File: config.mk
export PLATFORM = sky130hd
export DESIGN_NAME = ysyx_24090003_regfile_sb_flat
export DESIGN_NICKNAME = d
export VERILOG_FILES = /design/src/rtl/ysyx_24090003_pkg.sv /design/src/rtl/ysyx_24090003_regfile_sb_if.sv /design/src/rtl/ysyx_24090003_sb_cnt.sv /design/src/rtl/ysyx_24090003_regfile_sb.sv /design/src/flat_wrapper.sv
export SDC_FILE = /design/constraint.sdc
export NUM_CORES = 2
export LEC_CHECK = 0
export BUFFER_PORTS_ARGS = -buffer_cell sky130_fd_sc_hd__clkbuf_2
export CAP_MARGIN = 20
export CORE_MARGIN = 2
export CORE_UTILIZATION = 45
export DETAILED_ROUTE_END_ITERATION = 8
export GPL_ROUTABILITY_DRIVEN = 0
export PLACE_DENSITY = 0.7
export SLEW_MARGIN = 5
export SYNTH_ARGS = -nofsm -noshare
export SYNTH_HDL_FRONTEND = slang
export SYNTH_SLANG_ARGS = --single-unit
export TNS_END_PERCENT = 100
File: constraint.sdc
create_clock -name cpu_clk -period 66.1 [get_ports cpu_clk]
set_clock_uncertainty 0.05 [all_clocks]
set_input_delay 13.22 -clock cpu_clk [delete_from_list [all_inputs] [get_ports cpu_clk]]
set_output_delay 13.22 -clock cpu_clk [all_outputs]
set_load 0.005 [all_outputs]
File: src/rtl/ysyx_24090003_pkg.sv
// Shared constants and helpers for the ysyx_24090003 register file slice.
package ysyx_24090003_pkg;

  localparam int XLEN_DEF  = 32;
  localparam int NREGS_DEF = 32;
  localparam int ZERO_IDX  = 0;

  // Constant-foldable ceil(log2(n)) for flows without a reliable $clog2.
  function automatic int clog2(input int n);
    int r;
    r = 0;
    for (int i = 0; i < 31; i++) begin
      if ((1 << i) < n) r = i + 1;
    end
    return r;
  endfunction

endpackage

File: src/rtl/ysyx_24090003_regfile_sb_if.sv
// Bus between ID/WB stages and the scoreboarded register file.
interface ysyx_24090003_regfile_sb_if
  import ysyx_24090003_pkg::*;
#(
  parameter int XLEN  = XLEN_DEF,
  parameter int NREGS = NREGS_DEF,
  parameter int NRD   = 2,
  parameter int AW    = clog2(NREGS)
);

  logic [NRD*AW-1:0]   rd_addr;
  logic [NRD*XLEN-1:0] rd_data;
  logic [NRD-1:0]      rd_busy;
  logic                wr_en;
  logic [AW-1:0]       wr_addr;
  logic [XLEN-1:0]     wr_data;
  // alloc_en/alloc_ready are valid/ready: a reservation is taken on the rising
  // edge where both are high; alloc_en while alloc_ready is low is a protocol error.
  logic                alloc_en;
  logic [AW-1:0]       alloc_addr;
  logic                alloc_ready;
  logic [NREGS-1:0]    busy_vec;
  logic                sb_err;

  modport master (
    output rd_addr, wr_en, wr_addr, wr_data, alloc_en, alloc_addr,
    input  rd_data, rd_busy, alloc_ready, busy_vec, sb_err
  );

  modport slave (
    input  rd_addr, wr_en, wr_addr, wr_data, alloc_en, alloc_addr,
    output rd_data, rd_busy, alloc_ready, busy_vec, sb_err
  );

endinterface

File: src/rtl/ysyx_24090003_sb_cnt.sv
// Pending-write counter for one architectural register.
module ysyx_24090003_sb_cnt #(
  parameter int PEND_W = 2
) (
  input  logic              cpu_clk,
  input  logic              cpu_rst,
  input  logic              i_inc,
  input  logic              i_dec,
  output logic [PEND_W-1:0] o_cnt,
  output logic              o_full,
  output logic              o_err
);

  logic [PEND_W-1:0] r_cnt;

  // Simultaneous inc and dec cancel; saturation is prevented upstream.
  always_ff @(posedge cpu_clk or posedge cpu_rst) begin
    if (cpu_rst) begin
      r_cnt <= '0;
    end else if (i_inc && !i_dec) begin
      r_cnt <= r_cnt + PEND_W'(1);
    end else if (i_dec && !i_inc && (r_cnt != '0)) begin
      r_cnt <= r_cnt - PEND_W'(1);
    end
  end

  assign o_cnt  = r_cnt;
  assign o_full = &r_cnt;
  assign o_err  = i_dec & ~i_inc & (r_cnt == '0);

endmodule

File: src/rtl/ysyx_24090003_regfile_sb.sv
// Parametrised register file with per-register pending-write scoreboard.
module ysyx_24090003_regfile_sb
  import ysyx_24090003_pkg::*;
#(
  parameter int XLEN     = XLEN_DEF,
  parameter int NREGS    = NREGS_DEF,
  parameter int NRD      = 2,
  parameter int PEND_W   = 2,
  parameter int ZERO_REG = 1,
  parameter int BYPASS   = 1
) (
  input logic                       cpu_clk,
  input logic                       cpu_rst,
  ysyx_24090003_regfile_sb_if.slave bus
);

  localparam int            AW     = clog2(NREGS);
  localparam logic [AW-1:0] ZERO_A = AW'(ZERO_IDX);

  logic [XLEN-1:0]   r_regs [NREGS];
  logic              r_sb_err;
  logic [PEND_W-1:0] w_cnt  [NREGS];
  logic [NREGS-1:0]  w_full;
  logic [NREGS-1:0]  w_err_vec;
  logic [AW-1:0]     w_ra   [NRD];
  logic              w_wr_zero;
  logic              w_alloc_zero;
  logic              w_wr_fire;
  logic              w_alloc_ready;
  logic              w_alloc_fire;

  assign w_wr_zero     = (ZERO_REG != 0) && (bus.wr_addr == ZERO_A);
  assign w_alloc_zero  = (ZERO_REG != 0) && (bus.alloc_addr == ZERO_A);
  assign w_wr_fire     = bus.wr_en & ~w_wr_zero;
  // A writeback releasing the same register this cycle frees the full slot.
  assign w_alloc_ready = w_alloc_zero | ~w_full[bus.alloc_addr] |
                         (w_wr_fire & (bus.wr_addr == bus.alloc_addr));
  assign w_alloc_fire  = bus.alloc_en & w_alloc_ready & ~w_alloc_zero;

  for (genvar g = 0; g < NREGS; g++) begin : g_cnt
    ysyx_24090003_sb_cnt #(.PEND_W(PEND_W)) u_cnt (
      .cpu_clk (cpu_clk),
      .cpu_rst (cpu_rst),
      .i_inc   (w_alloc_fire && (bus.alloc_addr == AW'(g))),
      .i_dec   (w_wr_fire && (bus.wr_addr == AW'(g))),
      .o_cnt   (w_cnt[g]),
      .o_full  (w_full[g]),
      .o_err   (w_err_vec[g])
    );
    assign bus.busy_vec[g] = |w_cnt[g];
  end

  for (genvar g = 0; g < NRD; g++) begin : g_ra
    assign w_ra[g] = bus.rd_addr[g*AW +: AW];
  end

  always_ff @(posedge cpu_clk or posedge cpu_rst) begin
    if (cpu_rst) begin
      for (int r = 0; r < NREGS; r++) r_regs[r] <= '0;
    end else if (w_wr_fire) begin
      r_regs[bus.wr_addr] <= bus.wr_data;
    end
  end

  always_ff @(posedge cpu_clk or posedge cpu_rst) begin
    if (cpu_rst) begin
      r_sb_err <= 1'b0;
    end else if ((|w_err_vec) || (bus.alloc_en && !w_alloc_ready)) begin
      r_sb_err <= 1'b1;
    end
  end

  always_comb begin
    bus.rd_data = '0;
    bus.rd_busy = '0;
    for (int i = 0; i < NRD; i++) begin
      if ((ZERO_REG != 0) && (w_ra[i] == ZERO_A)) begin
        bus.rd_data[i*XLEN +: XLEN] = '0;
        bus.rd_busy[i]              = 1'b0;
      end else begin
        if ((BYPASS != 0) && bus.wr_en && (bus.wr_addr == w_ra[i])) begin
          bus.rd_data[i*XLEN +: XLEN] = bus.wr_data;
        end else begin
          bus.rd_data[i*XLEN +: XLEN] = r_regs[w_ra[i]];
        end
        // The last outstanding write landing this cycle satisfies the reader.
        bus.rd_busy[i] = (w_cnt[w_ra[i]] > PEND_W'(1)) ||
                         ((w_cnt[w_ra[i]] == PEND_W'(1)) &&
                          !((BYPASS != 0) && w_wr_fire && (bus.wr_addr == w_ra[i])));
      end
    end
  end

  assign bus.alloc_ready = w_alloc_ready;
  assign bus.sb_err      = r_sb_err;

endmodule

File: src/flat_wrapper.sv
// flat-port wrapper written by rule: the top's interface ports become plain ports
module ysyx_24090003_regfile_sb_flat import ysyx_24090003_pkg::*;
#(
  parameter int XLEN     = XLEN_DEF,
  parameter int NREGS    = NREGS_DEF,
  parameter int NRD      = 2,
  parameter int PEND_W   = 2,
  parameter int ZERO_REG = 1,
  parameter int BYPASS   = 1
)
  (cpu_clk, cpu_rst, bus_rd_addr, bus_wr_en, bus_wr_addr, bus_wr_data, bus_alloc_en, bus_alloc_addr, bus_rd_data, bus_rd_busy, bus_alloc_ready, bus_busy_vec, bus_sb_err);
  ysyx_24090003_regfile_sb_if #(.XLEN(XLEN), .NREGS(NREGS), .NRD(NRD)) bus_i ();
  input logic cpu_clk;
  input logic cpu_rst;
  input wire logic [$bits(bus_i.rd_addr)-1:0] bus_rd_addr;
  input wire logic [$bits(bus_i.wr_en)-1:0] bus_wr_en;
  input wire logic [$bits(bus_i.wr_addr)-1:0] bus_wr_addr;
  input wire logic [$bits(bus_i.wr_data)-1:0] bus_wr_data;
  input wire logic [$bits(bus_i.alloc_en)-1:0] bus_alloc_en;
  input wire logic [$bits(bus_i.alloc_addr)-1:0] bus_alloc_addr;
  output wire logic [$bits(bus_i.rd_data)-1:0] bus_rd_data;
  output wire logic [$bits(bus_i.rd_busy)-1:0] bus_rd_busy;
  output wire logic [$bits(bus_i.alloc_ready)-1:0] bus_alloc_ready;
  output wire logic [$bits(bus_i.busy_vec)-1:0] bus_busy_vec;
  output wire logic [$bits(bus_i.sb_err)-1:0] bus_sb_err;
  assign bus_i.rd_addr = bus_rd_addr;
  assign bus_i.wr_en = bus_wr_en;
  assign bus_i.wr_addr = bus_wr_addr;
  assign bus_i.wr_data = bus_wr_data;
  assign bus_i.alloc_en = bus_alloc_en;
  assign bus_i.alloc_addr = bus_alloc_addr;
  assign bus_rd_data = bus_i.rd_data;
  assign bus_rd_busy = bus_i.rd_busy;
  assign bus_alloc_ready = bus_i.alloc_ready;
  assign bus_busy_vec = bus_i.busy_vec;
  assign bus_sb_err = bus_i.sb_err;
  ysyx_24090003_regfile_sb #(.XLEN(XLEN), .NREGS(NREGS), .NRD(NRD), .PEND_W(PEND_W), .ZERO_REG(ZERO_REG), .BYPASS(BYPASS)) u_core (.cpu_clk(cpu_clk), .cpu_rst(cpu_rst), .bus(bus_i));
endmodule
== After elaboration in Yosys (flattened, before gate mapping) ==
Cells that the tools add are included.
Storage, ports and cells
  logic and storage cells: 801
  register bits: 1089
  input port bits: 56
Operators by class
  mux-type cells: 87
  eq/ne operators: 67
  $add $sub $neg: 64
  order comparisons: 7
  bitwise operators: 108
  reduce and logical (&&, ||, !) cells: 403
Operators by type and width (count)
  bitwise mux 1024 bit: 1
  binary-select mux 32 bit (select 5 bit): 2
  two-way mux 32 bit: 9
  logical AND 1 bit: 168
  demux 32 bit (select 5 bit): 1
  == test 5 bit, second input constant: 32
  two-way mux 2 bit: 68
  nonzero test 2 bit: 64
  == test 5 x 4 -> 1 bit, second input constant: 16
  bitwise AND 1 bit: 68
  zero test 1 bit: 67
  adder 2 x 1 -> 2 bit, second input constant: 32
  zero test 2 bit: 32
  AND reduction 2 bit: 32
  OR reduction 2 bit: 32
  subtractor 2 x 1 -> 2 bit, second input constant: 32
  == test 5 x 3 -> 1 bit, second input constant: 8
  NOT 1 bit: 35
  OR reduction 32 bit: 1
  binary-select mux 2 bit (select 5 bit): 2
  == test 5 x 2 -> 1 bit, second input constant: 4
  zero test 5 bit: 4
  greater-or-equal comparator 6 bit, second input constant: 3
  NOT 5 -> 6 bit: 3
  other kinds (10): 20

== Depth between registers and ports, before layout ==
  word-level depth: 14
  gate-level depth with buffers: 12
  mapped depth without buffers: 8

== Hierarchy ==
A second synthesis with hierarchy kept.
Unflattened totals
  cells, all modules: 4314
  area total of the unflattened synthesis: 61318.8 µm²
Modules (own cells, without submodules)
  ysyx_24090003_regfile_sb: sequential area each 25649.6 µm², times used 1, area each 57475.1 µm², cells each 3866
  ysyx_24090003_sb_cnt: sequential area each 50.0 µm², times used 32, area each 120.1 µm², cells each 14

== Worst setup path after synthesis ==
No wires, ideal clock.
  kind: input-to-output
  from: input port bus_rd_addr[0]
  to: output port bus_rd_data[21]
  data arrival time: 15140 ps
  path slack: 37690 ps
  cell stages on the path: 7
  path buffers: 3
  data required time: 52830 ps
  cells stage by stage: clkbuf_1 > buf_2 > buf_2 > mux4_2 > mux4_2 > mux2i_1 > a211oi_1
Between the ends
  longest elaborated chain between the ends: 6
  elaborated cells between the ends (all ways): 9
RTL lines
  start, declared: RTL line flat_wrapper.sv:15  | input wire logic [$bits(bus_i.rd_addr)-1:0] bus_rd_addr;
  NOT 5 -> 6 bit (implied by the code): RTL line ysyx_24090003_regfile_sb.sv:84  | bus.rd_data[i*XLEN +: XLEN] = r_regs[w_ra[i]];
  binary-select mux 32 bit (select 5 bit): RTL line ysyx_24090003_regfile_sb.sv:84
  two-way mux 32 bit (implied by the code) (2 in a row): RTL line ysyx_24090003_regfile_sb.sv:84
  two-way mux 32 bit: RTL line ysyx_24090003_regfile_sb.sv:81  | if ((BYPASS != 0) && bus.wr_en && (bus.wr_addr == w_ra[i])) begin
  two-way mux 32 bit (*): RTL line ysyx_24090003_regfile_sb.sv:77  | if ((ZERO_REG != 0) && (w_ra[i] == ZERO_A)) begin
  end, declared: RTL line flat_wrapper.sv:21  | output wire logic [$bits(bus_i.rd_data)-1:0] bus_rd_data;
Mark *: on every way between the ends. The rest lies on a longest branch, timed or not. The select of a mux whose other input is x is not followed.

== Worst setup path in the final report ==
  from: input port bus_rd_addr[0]
  to: output port bus_rd_data[15]
Same word-level chain as after synthesis.

==> flow_metrics.env <==
export IMPL_grt_overflow_total=0
export IMPL_dr_pass1_iters=6
export IMPL_critPathBufInv=5
export IMPL_first_iter_violations=3920
export IMPL_cp_cell_sequence="buf_8 > buf_4 > buf_4 > buf_4 > mux4_2 > mux4_2 > mux2i_1 > a211oi_1 > clkbuf_2"
export IMPL_drc=0
export IMPL_yosysTopAreaCell="dfrtp_1"
export IMPL_postSynth_asyncResetShare_pct=100.0
export IMPL_place_hpwl_mm=100.3
export IMPL_postCtsSetupBuffers=0
export IMPL_timing_fmax_ghz=0.03194
export IMPL_cp_common_cell="buf_4"
export IMPL_antenna_found_initial=8
export IMPL_p_per_area_nw_per_um2=30.52
export IMPL_synth_seq_cells=1089
export IMPL_grt_max_degree=133
export IMPL_cts_buffers=111
export IMPL_initial_core_util_pct=45.26
export IMPL_synth_compound_area_share_pct=3.431
export IMPL_synth_area_leaders="dfrtp_1, mux4_2, mux2_2"
export IMPL_period_minus_slack_ns=31.31
export IMPL_vdd_ir_drop_max_mv=0.02580
export IMPL_syn_nets=4070
export IMPL_synth_area_um2=60250
export IMPL_cp_slowest_cell="buf_4"
export IMPL_nNetsFinal=3972
export IMPL_synth_most_common_cell="dfrtp_1"
export IMPL_hold_class="reg -> reg"
export IMPL_worstPathMaxFanout=76
export IMPL_synth_edf_count=0
export IMPL_leakagePower_uw=0.02808
export IMPL_hold_violations=0
export IMPL_rsz0062_at_grt="false"
export IMPL_relSlewSlack_pct=22.95
export IMPL_ys_seq_area_share_pct=45.23
export IMPL_timing_rr_start="u_core.g_cnt[16].u_cnt.o_cnt[0]"
export IMPL_required_ns=52.83
export IMPL_r2r_cells=8
export IMPL_slew_violations=0
export IMPL_io_pins=156
export IMPL_place_ws_ns=34.61
export IMPL_cp_end_kind="output pin"
export IMPL_row_count=134
export IMPL_muxShareOfSynthArea_pct=44.51
export IMPL_synth_xor_xnor_area_share_pct=0.2430
export IMPL_clk_pin_slew_worst_paths_ns=0.06
export IMPL_postRouteAntennaNets=0
export IMPL_wire_per_inst_um=30.70
export IMPL_crit_type="in -> out"
export IMPL_fin_crit_sh_pct=47.37
export IMPL_status="finished, final reports clean"
export IMPL_vias_per_cell=6.614
export IMPL_maxCapViolations=0
export IMPL_finalWirelength_mm=177.5
export IMPL_reg2reg_to="u_core.bus.sb_err"
export IMPL_timing_critical_path_to="bus_rd_data[15]"
export IMPL_grt_pass1_vias=38792
export IMPL_synthAdderAreaFrac_pct=0.02077
export IMPL_fillers=11060
export IMPL_track_usage_pct=26.15
export IMPL_cts_htree_levels=3
export IMPL_path_delay_family="buffers and inverters"
export IMPL_ys_warn_count=0
export IMPL_grt_pass1_wl_mm=265.3
export IMPL_setup_ws_ns=34.79
export IMPL_max_stage_delay_ns=0.89
export IMPL_port_buffers=155
export IMPL_syn_inst=4013
export IMPL_cts_tree="done"
export IMPL_cts_resized=0
export IMPL_crit_start="bus_rd_addr[0]"
export IMPL_path_depth=9
export IMPL_synth_area_per_cell_um2=15.01
export IMPL_die_h_um=369.9
export IMPL_r2r_setup_slack_ns=63.24
export IMPL_synth_top_family_by_area="multiplexers"
export IMPL_drive_gt1_share_pct=53.81
export IMPL_fp_dieW_um=369.9
export IMPL_synthSimpleGateAreaFrac_pct=3.283
export IMPL_cts_hold_buffers_added=0
export IMPL_tns_ns=0
export IMPL_core_um2=133100
export IMPL_cts_root_buf="clkbuf_16"
export IMPL_cp_data_arrival_time_ns=18.04
export IMPL_dr_total_vias=38248
export IMPL_cts_num_sinks=1089
export IMPL_clockBufferDepth=3
export IMPL_setup_viol=0
export IMPL_dieArea_um2=136800
export IMPL_syn_to_final_growth_pct=10.18
export IMPL_yosysUniqueCellTypes=73
export IMPL_insertion_delay_ns=0.71
export IMPL_synth_common_cells="dfrtp_1, mux2_2, mux4_2, clkbuf_1, nor2_1"
export IMPL_synth_top_area_share_pct=45.23
export IMPL_start_kind="primary input"
export IMPL_tightest_slew_ns=1.153
export IMPL_synth_top_flop_cell="dfrtp_1"
## logic make-up (layout without fill, tap and decap cells)
kind of cell | Yosys count | after routing
AOI/OAI and AO/OA | 308 | 308
DFF | 1089 | 1089
buffers and inverters | 468 | 467
and+or+nand+nor | 393 | 393
muxes | 1739 | 1739
other | 0 | 3
adders and majority gates | 1 | 1
xor gates and xnor gates | 15 | 15
## through the flow
| stage | utilization [%] | power [uW] | hold slack (ns) | area [um2] | instances |
|---|---|---|---|---|---|
| floorplan | - | 1219 | 0.3913 | 60250 | 4013 |
| CTS | 49.79 | 2031 | 0.3491 | 66290 | 5776 |
| finish | 49.86 | 2026 | 0.3436 | 66380 | 5783 |
| global route | 49.86 | 2108 | 0.3547 | 66380 | 5781 |
| detailed placement | 46.77 | 1341 | 0.3339 | 62260 | 5566 |
| global placement | 46.74 | 1323 | 0.3263 | 62220 | 5564 |
## worst min path at each step
stage | from | to | slack, ns | depth (start not counted)
finish | u_core.r_regs[1019] | u_core.r_regs[1019] | 0.34 | 0
global route | u_core.r_regs[1004] | u_core.r_regs[1004] | 0.35 | 0
CTS | u_core.r_regs[1014] | u_core.r_regs[1014] | 0.35 | 0
detailed placement | u_core.r_regs[1021] | u_core.r_regs[1021] | 0.33 | 0
global placement | u_core.r_regs[1016] | u_core.r_regs[1016] | 0.33 | 0
floorplan | u_core.r_regs[1000] | u_core.r_regs[1000] | 0.39 | 1
## area by class of cell
cell class	instances	area (um2)	share of cell area, %
multi-input cells	2456	31290	47.14
inverters	28	112.6	0.1696
clock buffers	147	3164	4.767
repair buffers	229	1483	2.234
diodes	3	7.507	0.01131
clock inverters	63	862.1	1.299
well taps	1768	2212	3.332
flip-flops and latches	1089	27250	41.05
## routing by layer
metal	global-route usage, %	vias up	wire length [um]
li1	-	15419	-
met1	36.37	20772	72550
met2	41.60	1695	84820
met4	8.677	10	6213
met3	4.912	352	13890
met5	0	-	68
## cells in the final DEF, fill, tap and decap left out, drive strengths merged, types with 5 or more instances in the layout
cell	n
a211oi	107
a21oi	68
and3	8
buf	82
bufinv	19
clkbuf	294
clkinv	39
dfrtp	1089
inv	31
mux2	992
mux2i	94
mux4	653
nand2	79
nand2b	8
nand3	21
nand3b	21
nand4	6
nor2	135
nor2b	29
nor3	16
nor4	18
o211ai	5
o21a	10
o21ai	65
o22ai	7
o31a	5
o31ai	9
or2	32
xnor2	7
xor2	8
## sequential cells by signal (all words and copies together), names as in the netlist
signal,flops
u_core.r_regs,1024
u_core.g_cnt.u_cnt.o_cnt,64
u_core.bus.sb_err,1
## power breakdown
| group | internal [uW] | switching, uW |
|---|---|---|
| Combinational | 266 | 165 |
| Sequential | 796 | 106 |
| Clock | 411 | 281 |
| Total | 1470 | 553 |
Power figures use the tool's default switching activity.
